--- config.mk ---
export PLATFORM = sky130hd
export DESIGN_NAME = mem_bus_arbiter
export DESIGN_NICKNAME = d
export VERILOG_FILES = /design/src/rtl/mem_pkg.sv /design/src/rtl/mem_rr_arbiter.sv /design/src/rtl/mem_bus_arbiter.sv
export SDC_FILE = /design/constraint.sdc
export NUM_CORES = 1
export LEC_CHECK = 0
export ABC_AREA = 1
export ABC_CLOCK_PERIOD_IN_PS = 2800
export CAP_MARGIN = 15
export CORE_UTILIZATION = 35
export DETAILED_ROUTE_END_ITERATION = 10
export HOLD_SLACK_MARGIN = 0.12
export PLACE_DENSITY = 0.7
export SYNTH_ARGS = -nofsm -noshare
export SYNTH_HDL_FRONTEND = slang
export SYNTH_SLANG_ARGS = --single-unit
export TNS_END_PERCENT = 20
--- constraint.sdc ---
create_clock -name clk -period 2.8 [get_ports clk]
set_input_delay 0.56 -clock clk [delete_from_list [all_inputs] [get_ports clk]]
set_output_delay 0.56 -clock clk [all_outputs]
set_load 0.02 [all_outputs]
--- src/rtl/mem_pkg.sv ---
// Shared types and address-map helpers for the memory bus arbiter.
// The ROM region is the lowest 8 KiB; every other address uses the RAM timing.
package mem_pkg;

   typedef enum logic [1:0] {IDLE, ACCESS, DONE} state_e;
   typedef enum logic {FETCH, DATA} grant_e;

   localparam logic [15:0] ROM_BASE       = 16'h0000;
   localparam logic [15:0] RAM_BASE       = 16'h2000;
   localparam logic [2:0]  REGION_MSB_ROM = ROM_BASE[15:13];
   localparam logic [2:0]  REGION_MSB_RAM = RAM_BASE[15:13];

   function automatic logic is_rom(input logic [15:0] addr);
      return addr[15:13] == REGION_MSB_ROM;
   endfunction

   function automatic logic is_ram(input logic [15:0] addr);
      return addr[15:13] == REGION_MSB_RAM;
   endfunction

endpackage

--- src/rtl/mem_rr_arbiter.sv ---
// Two-way round-robin grant between the fetch and data ports (combinational).
// On a conflict the port that was not granted last wins; grant 1 selects DATA.
module mem_rr_arbiter
   import mem_pkg::*;
(
   input  logic f_req_i,
   input  logic d_req_i,
   input  logic last_grant_i,
   output logic gnt_valid_o,
   output logic gnt_o
);

   always_comb begin
      gnt_valid_o = f_req_i | d_req_i;
      gnt_o       = FETCH;
      if (f_req_i && d_req_i) begin
         gnt_o = (last_grant_i == FETCH) ? DATA : FETCH;
      end else if (d_req_i) begin
         gnt_o = DATA;
      end
   end

endmodule

--- src/rtl/mem_bus_arbiter.sv ---
// Shares the single memory port between fetch and data requesters, with per-region wait states.
// Optional MEM_WPROT_EN: data writes into ROM are dropped and reported through d_fault.
module mem_bus_arbiter
   import mem_pkg::*;
#(
   parameter int unsigned ROM_WAIT = 0,
   parameter int unsigned RAM_WAIT = 1
) (
   input  logic        clk,
   input  logic        reset_n,
   input  logic        f_req,
   input  logic [15:0] f_addr,
   output logic        f_ready,
   output logic [7:0]  f_rdata,
   input  logic        d_req,
   input  logic        d_we,
   input  logic [15:0] d_addr,
   input  logic [7:0]  d_wdata,
   output logic        d_ready,
   output logic [7:0]  d_rdata,
   output logic        d_fault,
   output logic        mem_read,
   output logic        mem_write,
   output logic [15:0] mem_addr,
   output logic [7:0]  mem_wdata,
   input  logic [7:0]  mem_rdata,
   output logic        busy
);

   localparam logic [3:0] ROM_WAIT_CNT = 4'(ROM_WAIT);
   localparam logic [3:0] RAM_WAIT_CNT = 4'(RAM_WAIT);

   state_e      state_q, state_d;
   grant_e      grant_q, grant_d;
   grant_e      last_grant_q, last_grant_d;
   logic [15:0] addr_q, addr_d;
   logic        we_q, we_d;
   logic [7:0]  wdata_q, wdata_d;
   logic [3:0]  wait_q, wait_d;
   logic [7:0]  f_rdata_q, f_rdata_d;
   logic [7:0]  d_rdata_q, d_rdata_d;

   logic        arb_valid;
   logic        arb_gnt;
   grant_e      arb_grant;
   logic [15:0] sel_addr;
   logic        blocked;

   mem_rr_arbiter u_arb (
      .f_req_i      (f_req),
      .d_req_i      (d_req),
      .last_grant_i (last_grant_q),
      .gnt_valid_o  (arb_valid),
      .gnt_o        (arb_gnt)
   );

   assign arb_grant = grant_e'(arb_gnt);
   assign sel_addr  = (arb_grant == DATA) ? d_addr : f_addr;

`ifdef MEM_WPROT_EN
   logic fault_q, fault_d;
   assign blocked = (arb_grant == DATA) && d_we && is_rom(d_addr);
`else
   assign blocked = 1'b0;
`endif

   always_comb begin
      state_d      = state_q;
      grant_d      = grant_q;
      last_grant_d = last_grant_q;
      addr_d       = addr_q;
      we_d         = we_q;
      wdata_d      = wdata_q;
      wait_d       = wait_q;
      f_rdata_d    = f_rdata_q;
      d_rdata_d    = d_rdata_q;
`ifdef MEM_WPROT_EN
      fault_d      = fault_q;
`endif
      unique case (state_q)
         IDLE: begin
            if (arb_valid) begin
               grant_d      = arb_grant;
               last_grant_d = arb_grant;
               addr_d       = sel_addr;
               we_d         = (arb_grant == DATA) && d_we;
               if (arb_grant == DATA) begin
                  wdata_d = d_wdata;
               end
               wait_d  = is_rom(sel_addr) ? ROM_WAIT_CNT : RAM_WAIT_CNT;
               // A blocked write skips the bus entirely and only reports completion.
               state_d = blocked ? DONE : ACCESS;
`ifdef MEM_WPROT_EN
               fault_d = blocked;
`endif
            end
         end
         ACCESS: begin
            if (wait_q == 4'd0) begin
               state_d = DONE;
               if (!we_q) begin
                  if (grant_q == FETCH) begin
                     f_rdata_d = mem_rdata;
                  end else begin
                     d_rdata_d = mem_rdata;
                  end
               end
            end else begin
               wait_d = wait_q - 4'd1;
            end
         end
         DONE: begin
            state_d = IDLE;
         end
         default: begin
            state_d = IDLE;
         end
      endcase
   end

   always_ff @(posedge clk or negedge reset_n) begin
      if (!reset_n) begin
         state_q      <= IDLE;
         grant_q      <= FETCH;
         last_grant_q <= FETCH;
         addr_q       <= 16'h0000;
         we_q         <= 1'b0;
         wdata_q      <= 8'h00;
         wait_q       <= 4'd0;
         f_rdata_q    <= 8'h00;
         d_rdata_q    <= 8'h00;
      end else begin
         state_q      <= state_d;
         grant_q      <= grant_d;
         last_grant_q <= last_grant_d;
         addr_q       <= addr_d;
         we_q         <= we_d;
         wdata_q      <= wdata_d;
         wait_q       <= wait_d;
         f_rdata_q    <= f_rdata_d;
         d_rdata_q    <= d_rdata_d;
      end
   end

`ifdef MEM_WPROT_EN
   always_ff @(posedge clk or negedge reset_n) begin
      if (!reset_n) begin
         fault_q <= 1'b0;
      end else begin
         fault_q <= fault_d;
      end
   end
`endif

   // Strobes decode straight from the state register so an async reset drops them at once.
   assign mem_read  = (state_q == ACCESS) && !we_q;
   assign mem_write = (state_q == ACCESS) && we_q;
   assign mem_addr  = addr_q;
   assign mem_wdata = wdata_q;
   assign f_ready   = (state_q == DONE) && (grant_q == FETCH);
   assign d_ready   = (state_q == DONE) && (grant_q == DATA);
   assign f_rdata   = f_rdata_q;
   assign d_rdata   = d_rdata_q;
   assign busy      = (state_q != IDLE);

`ifdef MEM_WPROT_EN
   assign d_fault = d_ready && fault_q;
`else
   assign d_fault = 1'b0;
`endif

endmodule

# [Word level (Yosys, flattened, before mapping)]
# Cells that the tools add are included.
[op_classes] bitwise=3 mux=11 reduce_logical=18 eq_ne=5 n_addsub=1
[op_table] op="two-way mux 16 bit" count=1
[op_table] op="two-way mux 4 bit" count=2
[op_table] op="one-hot mux 4 bit (2 select lines)" count=1
[op_table] op="AND reduction 4 bit" count=2
[op_table] op="logical AND 1 bit" count=6
[op_table] op="!= test 2 bit (second input constant)" count=3
[op_table] op="AND reduction 3 bit" count=2
[op_table] op="zero test 4 bit" count=1
[op_table] op="two-way mux 1 bit" count=4
[op_table] op="two-way mux 2 bit" count=2
[op_table] op="one-hot mux 2 bit (2 select lines)" count=1
[op_table] op="AND reduction 2 bit" count=2
[op_table] op="nonzero test 2 bit" count=2
[op_table] op="subtractor 4 x 1 -> 4 bit (second input constant)" count=1
[op_table] op="zero test 3 bit" count=1
[op_table] op="== test 2 x 1 -> 1 bit (second input constant)" count=1
[op_table] op="== test 2 bit (second input constant)" count=1
[op_table] op="zero test 2 bit" count=1
[op_table] op="inverter 1 bit" count=2
[op_table] op="zero test 1 bit" count=1
[op_table] op="OR 1 bit" count=1
[word_totals] out_inout_bits=46 in_bits=53 wordCells=46 ff_bits=48

# [Longest topological paths before layout]
# Gate-level depths: netlist (run 1).
[logic_depth] word_depth=7 depth_mapped=8 mapped_depth_nobuf=8

# [Hierarchy]
# Synthesis (run 1) repeated with hierarchy kept, for this count alone.
[unflattened] cells_unflattened=246 area_unflattened_um2=2235.9
[by_module_without_submodules] module="mem_bus_arbiter" area_per_inst_um2=2220.9 cells_per_inst=243 instances=1 seq_area_each_um2=1201.2
[by_module_without_submodules] module="mem_rr_arbiter" area_per_inst_um2=15.0 cells_per_inst=3 instances=1 seq_area_each_um2=0.0

# [Worst setup path before layout (run 1)]
# Ideal clock, no wire load.
[synth_path] path_type="register to output" start="reg state_q[0]" end="out busy" required_ps=2240 setup_slack_ps=1180 t_arrival_ps=1060 path_buffers=1 path_stages_with_launch=4 cell_sequence="dfrtp_1 nor2_2 clkbuf_1 inv_1"
[synth_via] elab_chain_len=1
[synth_lines] element="start, declared" line="mem_bus_arbiter.sv:33" text="state_e state_q, state_d;"
[synth_lines] element="start signal, assigned" line="mem_bus_arbiter.sv:133" text="state_q <= state_d;"
[synth_lines] element="nonzero test 2 bit" line="mem_bus_arbiter.sv:164" text="assign busy = (state_q != IDLE);"
[synth_lines] element="end, declared" line="mem_bus_arbiter.sv:27" text="output logic busy"
# No other way between the ends.

# [Worst setup path in the final report (run 1)]
[layout_path] start="reg state_q[1]" end="out mem_read"
[layout_via] elab_chain_len=2
[layout_lines] element="== test 2 x 1 -> 1 bit" line="mem_bus_arbiter.sv:156" text="assign mem_read = (state_q == ACCESS) && !we_q;"
[layout_lines] element="logical AND 1 bit" line="mem_bus_arbiter.sv:156"
[layout_lines] element="end, declared" line="mem_bus_arbiter.sv:22" text="output logic mem_read,"
# No other way between the ends.

==> results of run 1 <==
[worst max path at each step]
| stage | slack (ps) | endpoint | from |
|---|---|---|---|
| 3_3_place_gp | 680 | mem_wdata[4] | d_req |
| 6_report | 480 | mem_read | state_q[1] |
| 3_5_place_dp | 610 | mem_wdata[4] | d_req |
| 2_1_floorplan | 1180 | busy | state_q[0] |
| 4_1_cts | 450 | mem_read | state_q[1] |
| 5_1_grt | 380 | mem_read | state_q[1] |
[synthesized netlist by cell type, drive strengths merged]
master / number / area share
nand2: 65 / 0.12
dfrtp: 48 / 0.56
o21ai: 46 / 0.11
nor2: 28 / 0.051
inv: 27 / 0.047
nand3: 16 / 0.040
buf: 9 / 0.030
a31oi: 3 / 0.0087
nor3: 3 / 0.012
ha: 2 / 0.012
a21oi: 1 / 0.0023
clkbuf: 1 / 0.0017
conb: 1 / 0.0017
xor2: 1 / 0.0041
[registers in the layout, indices dropped and copies added (netlist names)]
| signal | cells |
|---|---|
| mem_addr | 16 |
| d_rdata | 8 |
| f_rdata | 8 |
| mem_wdata | 8 |
| wait_q | 4 |
| state_q | 2 |
| last_grant_q | 1 |
| we_q | 1 |
[worst max-delay path: stages, from the launching register on]
cell             delay, ps
dfrtp_1                390
inv_1                  110
nand2_2                110
inv_2                  110
nand2_2                 70
inv_1                   70
clkdlybuf4s50_1        600
[cell families after synthesis]
kind of cell    synth area share
simple gates              0.2247
compound gates            0.1199
flops                     0.5588
buf+inv                  0.07916
fa+ha+maj                0.01164
xor+xnor                0.004075
other cells             0.001745
[report_power, final]
| part | switching [mW] | internal [mW] | total [mW] |
|---|---|---|---|
| combinational | 1.09 | 0.885 | 1.98 |
| clock | 0.212 | 0.202 | 0.414 |
| sequential | 0.194 | 1.04 | 1.23 |
| total | 1.50 | 2.12 | 3.62 |
[final cells by class]
type                       count  area, sq um
clock buffer                   8        90.09
sequential                    48         1201
inverter                      27        101.3
timing repair buffer         101        996.0
tap                           75        93.84
multi-input combinational    166        778.2
fill                         582         2660
[layer usage]
layer	up-vias	GRT usage	wire (um)
li1	990	-	-
met2	68	0.2754	2324
met1	876	0.1957	2115
met3	6	0.05795	386
met4	0	0.04286	44
met5	-	0	0
==> results.md, run 1 <==
* Critical Path End Type: output pin
* Post-route clock period utilization at 0.8285
* Register-to-Register Path Depth at 6
* Slew @ Worst Pin at 692.0 ps
* Die Y at 80.37 um
* Post-synthesis register bit count at 48
* Clk root buf: clkbuf_8
* Post-CTS sizing at 0
* Global-route wire length before repair at 8.086 mm
* Slew HR at 0.5381
* Pins Over Slew Limit at 0
* Largest net degree at the start of global routing at 27
* Sequential share of the synthesized area at 0.5588
* Die area at 0.006459 sq mm
* Vias in the first global route at 1761
* Most frequent cells in the layout: clkdlybuf4s50_1, nand2_1, dfrtp_1, nor2_1, inv_1
* Worst r2r src: last_grant_q
* Vias per inst at approximately 4.6
* Register clock-pin slew on the reported worst setup and hold paths at approximately 80 ps
* Layout cells sized above 1 at 0.06571
* Drc violations at 0
* FF-to-FF setup slack at between 1000 and 1500 ps
* Via Count at 1940
* CP Max Fanout at 5
* Syn Nets at slightly above 300
* Buffers on Ports at between 90 and 100
* Max cap viols at 0
* CTS tree: built
* DP HPWL at 3.661 mm
* NumNets Final at 404
* Setup Crit Path Kind: reg2out
* Min Hold Slack at 258.1 ps
* Post-CTS setup buffers at 0
* YS warnings at 0
* GRT Total Usage at 0.1631
* Power Density at 1110 mW/mm^2
* Drt wl/cell at 11.46 um
* Fin. Hold Viols at 0
* Cell Area, Placed at 0.003171 sq mm
* Clk Latency, worst-skew pair at slightly below 300 ps
* Final min period at 2320 ps
* Number of CTS-inserted buffers at 5
* Synth unique cells at 24
* Effective utilization at floorplan at 0.3631
* Drt first pass iters at 4
* Ant diodes at 0
* Peak ir drop on the vdd network at 0.0005138 V
* Final Core Density at 0.5507
* CP Launch Type: flip-flop
* Cts hold-fix bufs at 0
* Placed Cells at roughly 420
* Worst EP arrival at 1760 ps
* Hold crit path type: in2async
* Core area at 0.005921 sq mm
* Gr ovfl total at 0
* Setup TNS at 0 ps
* Final setup vio count at 0
* Fin area at 0.003261 sq mm
* RSZ-0062 raised after global routing: no
* Remaining antenna violation count at 0
* Post-Syn Area at ~0.0021 sq mm
* Dpl ws at 606.2 ps
* Critical Path RT at 2240 ps
* Routability cong. at 0.7939
* Power after layout at 3.619 mW
* Commonest non-fill, non-tap cell in the layout: clkdlybuf4s50_1
* H-tree Lvls at 2
* Total Wirelength at 4.869 mm
* RR Endpoint: mem_wdata[4]
* Post-synthesis cell count at 251
* DR iter-0 viols at 47
* Area Overhead vs Synth at 51.69%
* Clock buffer depth at 2
* Status: finished, final reports clean
* # rows at 28
* Num Clock Sinks at 48
* Skew final at a little over 7 ps
* # IOs at 99
* LEAKAGE at ~1.5 nW
* Final worst slack at 480.2 ps
* Initial antenna violation count at 0
* Average cell area after synthesis at 8.564 sq um
* Die Wd at 80.37 um
* Final Instance Count excl. Fillers at around 430
* FMAX at 0.4311 GHz
Note: power is estimated with default switching activity, not from simulation.
==> run 2: changes to the inputs <==
Settings changed: ABC_CLOCK_PERIOD_IN_PS 2800 to 1900, PLACE_DENSITY 0.7 to 0.72.
Clock period 2.8 ns to 1.9 ns, I/O delays scaled along.
==> run 2 against run 1 <==
Core utilization is 0.76 points higher. Design area increased by 1.4%. Sequential power is 47% higher. Critical path type unchanged. Clock skew shrank 1.9 ps. Worst hold slack improved by 220 ps.
==> results.md, run 2 (same netlist as run 1, synthesis figures left out) <==
* Routability cong. at 0.8038
* Critical Path RT at ~1500 ps
* CP Max Fanout at 5
* Net Sw Frac at 0.4180
* # rows at 28
* Remaining antenna violation count at 0
* DP HPWL at 3.933 mm
* Placed Cells at between 400 and 500
* Post-route clock period utilization at 0.9168
* Final setup vio count at 0
* Die Y at between 80 and 90 um
* Pins Over Slew Limit at 0
* Number of CTS-inserted buffers at 5
* CP Launch Type: flip-flop
* Buffers on Ports at 97
* Setup TNS at 0 ps
* Final Instance Count excl. Fillers at 431
* Drt first pass iters at 4
* Hold crit path type: reg2reg
* Global-route wire length before repair at 8.845 mm
* Die area at 0.006459 sq mm
* Setup Crit Path Kind: reg2out
* Clk Latency, worst-skew pair at 300 ps
* Power after layout at 5.392 mW
* Internal at ~3.1 mW
* Power Density at 1631 mW/mm^2
* Max cap viols at 0
* Fin. Hold Viols at 0
* Max FFs per register at 16
* GRT Total Usage at 0.1768
* Flop pwr share at 0.335
* Drt wl/cell at 12.05 um
* Vias per inst at around 4.5
* NumNets Final at 410
* Skew final at 5.172 ps
* Num Clock Sinks at 48
* Drc violations at 0
* Status: finished, final reports clean
* Switching Power at 2.253 mW
* Die Wd at 80.37 um
* Largest net degree at the start of global routing at 23
* Layout cells sized above 1 at 0.08427
* Vias in the first global route at ~1900
* Effective utilization at floorplan at 0.3631
* CTS tree: built
* Initial antenna violation count at 0
* Peak ir drop on the vdd network at 0.0006491 V
* DR iter-0 viols at 95
* Register clock-pin slew on the reported worst setup and hold paths at ~90 ps
* Final min period at 1742 ps
* Clock buffer depth at 2
* Gr ovfl total at 0
* Core area at 0.005921 sq mm
* Clock power frac at 0.117
* Commonest non-fill, non-tap cell in the layout: clkdlybuf4s50_1
* Most frequent cells in the layout: clkdlybuf4s50_1, nand2_1, dfrtp_1, nor2_1, inv_1
* Clk root buf: clkbuf_8
* FMAX at 0.5741 GHz
* Ant diodes at 0
* Worst EP arrival at 1360 ps
* Area Overhead vs Synth at 53.78%
* Critical Path End Type: output pin
* RSZ-0062 raised after global routing: no
* Post-CTS setup buffers at 0
* Comb power frac at 0.548
* Total Wirelength at a little over 5 mm
* LEAKAGE at 1.551 nW
* H-tree Lvls at 2
* Via Count at 1960
* # IOs at 99
run 2: metal layers:
layer  up-vias  global-route usage  wire, um
met2        80              0.2831      2289
met4         0             0.06429       103
met1       872              0.2233      2407
met5         -                   0         0
li1        998                   -         -
met3        10             0.05455       394
run 2: power groups by stage:
stage | Clock [mW] | Combinational, mW | Sequential, mW
after CTS | 0.648 | 3.00 | 1.81
final | 0.630 | 2.95 | 1.81
after global placement | 0 | 2.96 | 1.81
after detailed placement | 0 | 3.01 | 1.83
after floorplan | 0 | 1.14 | 2.33
after global routing | 0.692 | 3.27 | 1.87
run 2: stage by stage:
step           area (sq um)  hold WS, ps  worst slack, ps    util
2_1_floorplan          2150        84.41            460.5       -
3_3_place_gp           3208        313.9            153.6  0.5418
3_5_place_dp           3208        323.8            104.9  0.5418
4_1_cts                3307        480.9            42.91  0.5585
5_1_grt                3306        511.2            71.99  0.5583
6_report               3306        478.3            158.0  0.5583
run 2: cell type report:
type / instances / area (sq um)
clock inverter: 1 / 7.507
multi-input combinational: 166 / 778.2
tap: 75 / 93.84
clock buffer: 7 / 86.33
inverter: 27 / 101.3
timing repair buffer: 107 / 1037
sequential: 48 / 1201
fill: 576 / 2615
run 2: worst paths after layout:
path / start / slack (ps) / end / depth (start not counted)
max: state_q[1] / 160 / mem_write / 4
min: mem_wdata[6] / 480 / mem_wdata[6] / 2
max reg2reg: wait_q[0] / 290 / d_rdata[6] / 7
min reg2reg: mem_wdata[6] / 480 / mem_wdata[6] / 2
max in group asynchronous: reset_n / 780 / mem_addr[10] / 3
min in group asynchronous: reset_n / 530 / mem_wdata[1] / 2
run 2: what timing repair did:
action / in CTS / in global routing
hold buffers: 1 / 0
endpoints found under the hold margin: 15 / 0
resized for setup: 4 / 3
endpoints found under the setup margin: 4 / 2
run 2: worst max-delay path: stages, from the launching register on:
cell           delay, ps
dfrtp_1              400
inv_1                110
nand2_2              100
nor2_1               110
dlygate4sd2_1        350
==> RTL change: new RTL, flow settings as in run 2 <==
Take the reset off `d_rdata_q` and load it in a clocked block of its own.
--- a/src/rtl/mem_bus_arbiter.sv
+++ b/src/rtl/mem_bus_arbiter.sv
@@ -130,3 +130,2 @@
          f_rdata_q    <= 8'h00;
-         d_rdata_q    <= 8'h00;
       end else begin
@@ -140,4 +139,7 @@
          f_rdata_q    <= f_rdata_d;
-         d_rdata_q    <= d_rdata_d;
       end
+   end
+
+   always_ff @(posedge clk) begin
+      d_rdata_q <= d_rdata_d;
    end
Formal check against the unedited RTL: differs if reset_n is asserted again (counterexample within 4 cycles, from zero or initial values and one cycle with reset_n low); with reset_n held inactive, the same outputs for 10 cycles.
==> RTL change against run 2 <==
- synthesized area is 2.3% lower
- first-iteration DRC count is 1.1% lower
- critical path depth stayed put
- clock power is 21% higher
- worst setup slack worse by 0.028 ns
- critical path type unchanged
- wire length is 7.1% lower
- power is 4.0% lower
- count of clock-buffer cells in the layout is 1 lower
- cell area is 0.45% lower
- hold slack better by 0.0025 ns
- sequential cell count stayed put
==> RTL change: results (changes against run 2) <==
Outcome
  • Outcome: completed

Place
  • PortBufs: 97 (unchanged)
  • Detailed placement HPWL: 3.722 mm (-5.4%)
  • Routability congestion estimate: 0.7800 (-3.0%)
  • DP Cell Count: 393 (-6.9%)
  • Dpl ws: 0.1005 ns (-0.004485 ns)

Global route
  • Vias in the first global route: 1,735 (-10%)
  • Total Routing Usage GR: 0.1658 (-0.01101)
  • Initial antenna violation count: 0 (unchanged)
  • Largest net degree at the start of global routing: 23 (unchanged)
  • First-pass GRT wire length: 8.135 mm (-8.0%)

Cells and area
  • Layout net count: 384 (-6.3%)
  • N_diodes: 0 (unchanged)
  • Filler cell count: 504 (-13%)
  • Max reg flops: 16 (unchanged)
  • Layout cells sized above 1: 0.08485 (+0.0005788)
  • Non-Filler Instances: 402 (-6.7%)

Worst setup path
  • CP startpoint: state_q[1]
  • Worst-path maximum fanout: 6 (+1)
  • CP delay by family, top: buffers and inverters
  • Worst R2R Start: state_q[0]
  • CP arrival: 1.39 ns (+0.03 ns)
  • Crit path largest cell delay: 0.41 ns
  • Worst reg-to-reg path cell count: 6 (-1)
  • Critical path's slowest cell: dfrtp_1

Synthesis
  • Syn nets: 281 (-8.2%)
  • Yosys warns: 0 (unchanged)
  • Cells after Synth: 226 (-10%)
  • Post-synth EDFFs: 8 (+8)
  • Commonest cells post-synth: nand2_1 (60), dfrtp_1 (40), nor2_1 (28), o21ai_0 (27), nand3_1 (15)
  • Top cells by area, synth: dfrtp_1 (48%), edfxtp_1 (11%), nand2_1 (11%), o21ai_0 (6.4%), nor2_1 (5.0%)
  • Cell taking the most area after synthesis: dfrtp_1
  • Yosys cell types: 25 (+4.2%)
  • Async set or reset register ratio after synthesis: 0.8333 (-0.1667)
  • Seq/Total Area, Yosys: 0.5908 (+0.03204)

Clock tree
  • Cts bufs inserted: 5 (unchanged)
  • Clock Path Buffers: 2 (unchanged)
  • CTS H-tree depth: 2 (unchanged)
  • Root buf cell: clkbuf_8
  • Clk slew on worst S/H paths: 0.09 ns (about the same)
  • Worst skew pair latency: 0.30 ns (about the same)
  • Buffer count from post-CTS setup fixing: 0 (unchanged)

Pwr
  • Worst VDD drop: 0.7203 mV (+11%)
  • Pleak: 0.001449 µW (-6.6%)

Timing
  • Worst slew pin tran: 0.5187 ns
  • Fin Setup TNS: 0 ns (unchanged)
  • Clock skew: 0.007707 ns (+0.002536 ns)

Routing
  • Via count of the routed design: 1,882 (-4.0%)
  • DR iter-0 viols: 94 (-1.1%)
  • Wirelength, routed: 4.828 mm (-7.1%)
  • DR pass1 iterations: 4 (unchanged)

Min path
  • Hold path cells: 2 (unchanged)
  • HP Class: flip-flop to flip-flop
  • Hold wc startpoint: mem_wdata[3]
## RTL change: through the flow
stage / utilization / cell area [µm²] / hold slack, ns
2_1_floorplan: - / 2101 / 0.08441
5_1_grt: 0.5833 / 3291 / 0.5003
4_1_cts: 0.5824 / 3286 / 0.4836
6_report: 0.5833 / 3291 / 0.4808
3_5_place_dp: 0.5600 / 3159 / 0.3884
3_3_place_gp: 0.5600 / 3159 / 0.3855
## RTL change: worst paths after layout
path | end | slack (ns)
setup / recovery | mem_write | 0.13
hold / removal | mem_wdata[3] | 0.48
setup reg to reg | mem_addr[4] | 0.35
hold reg to reg | mem_wdata[3] | 0.48
max in group asynchronous | state_q[0] | 0.82
min in group asynchronous | mem_addr[13] | 0.58
## RTL change: what timing repair did
| item | in CTS | in global routing |
|---|---|---|
| hold buffers | 1 | 0 |
| resized for setup | 4 | 3 |
| endpoints found under the hold margin | 20 | 0 |
| setup endpoints to repair | 4 | 2 |
## RTL change: cell type report
type,count,share of cell area
multi-input cells,159,0.2308
flip-flops and latches,48,0.3776
inverters,10,0.01141
clock buffers,6,0.02510
repair buffers,105,0.3160
well taps,72,0.02738
clock inverters,2,0.01179
## RTL change: kinds of logic after synthesis
logic type / synth area share
xor gates and xnor gates: 0.004170
buffers and inverters: 0.04764
AOI/OAI and AO/OA: 0.1072
DFF: 0.5908
and+or+nand+nor: 0.2365
other: 0.001785
adders and majority gates: 0.01191
## RTL change: metal layers
metal,share of wire,track usage
met5,0,0
met3,0.12,0.06743
met4,0.012,0.04909
met1,0.43,0.2101
met2,0.43,0.2581
## RTL change: tightest hold or removal path, stage by stage, from the launching register on
cell and delay, ns:
dfrtp_1 0.36, nand2_1 0.05, nand2_1 0.04
## RTL change: power breakdown
part           internal (µW)  switching, µW
registers               1490            255
logic                   1170           1500
clock network            430            330
total                   3090           2090
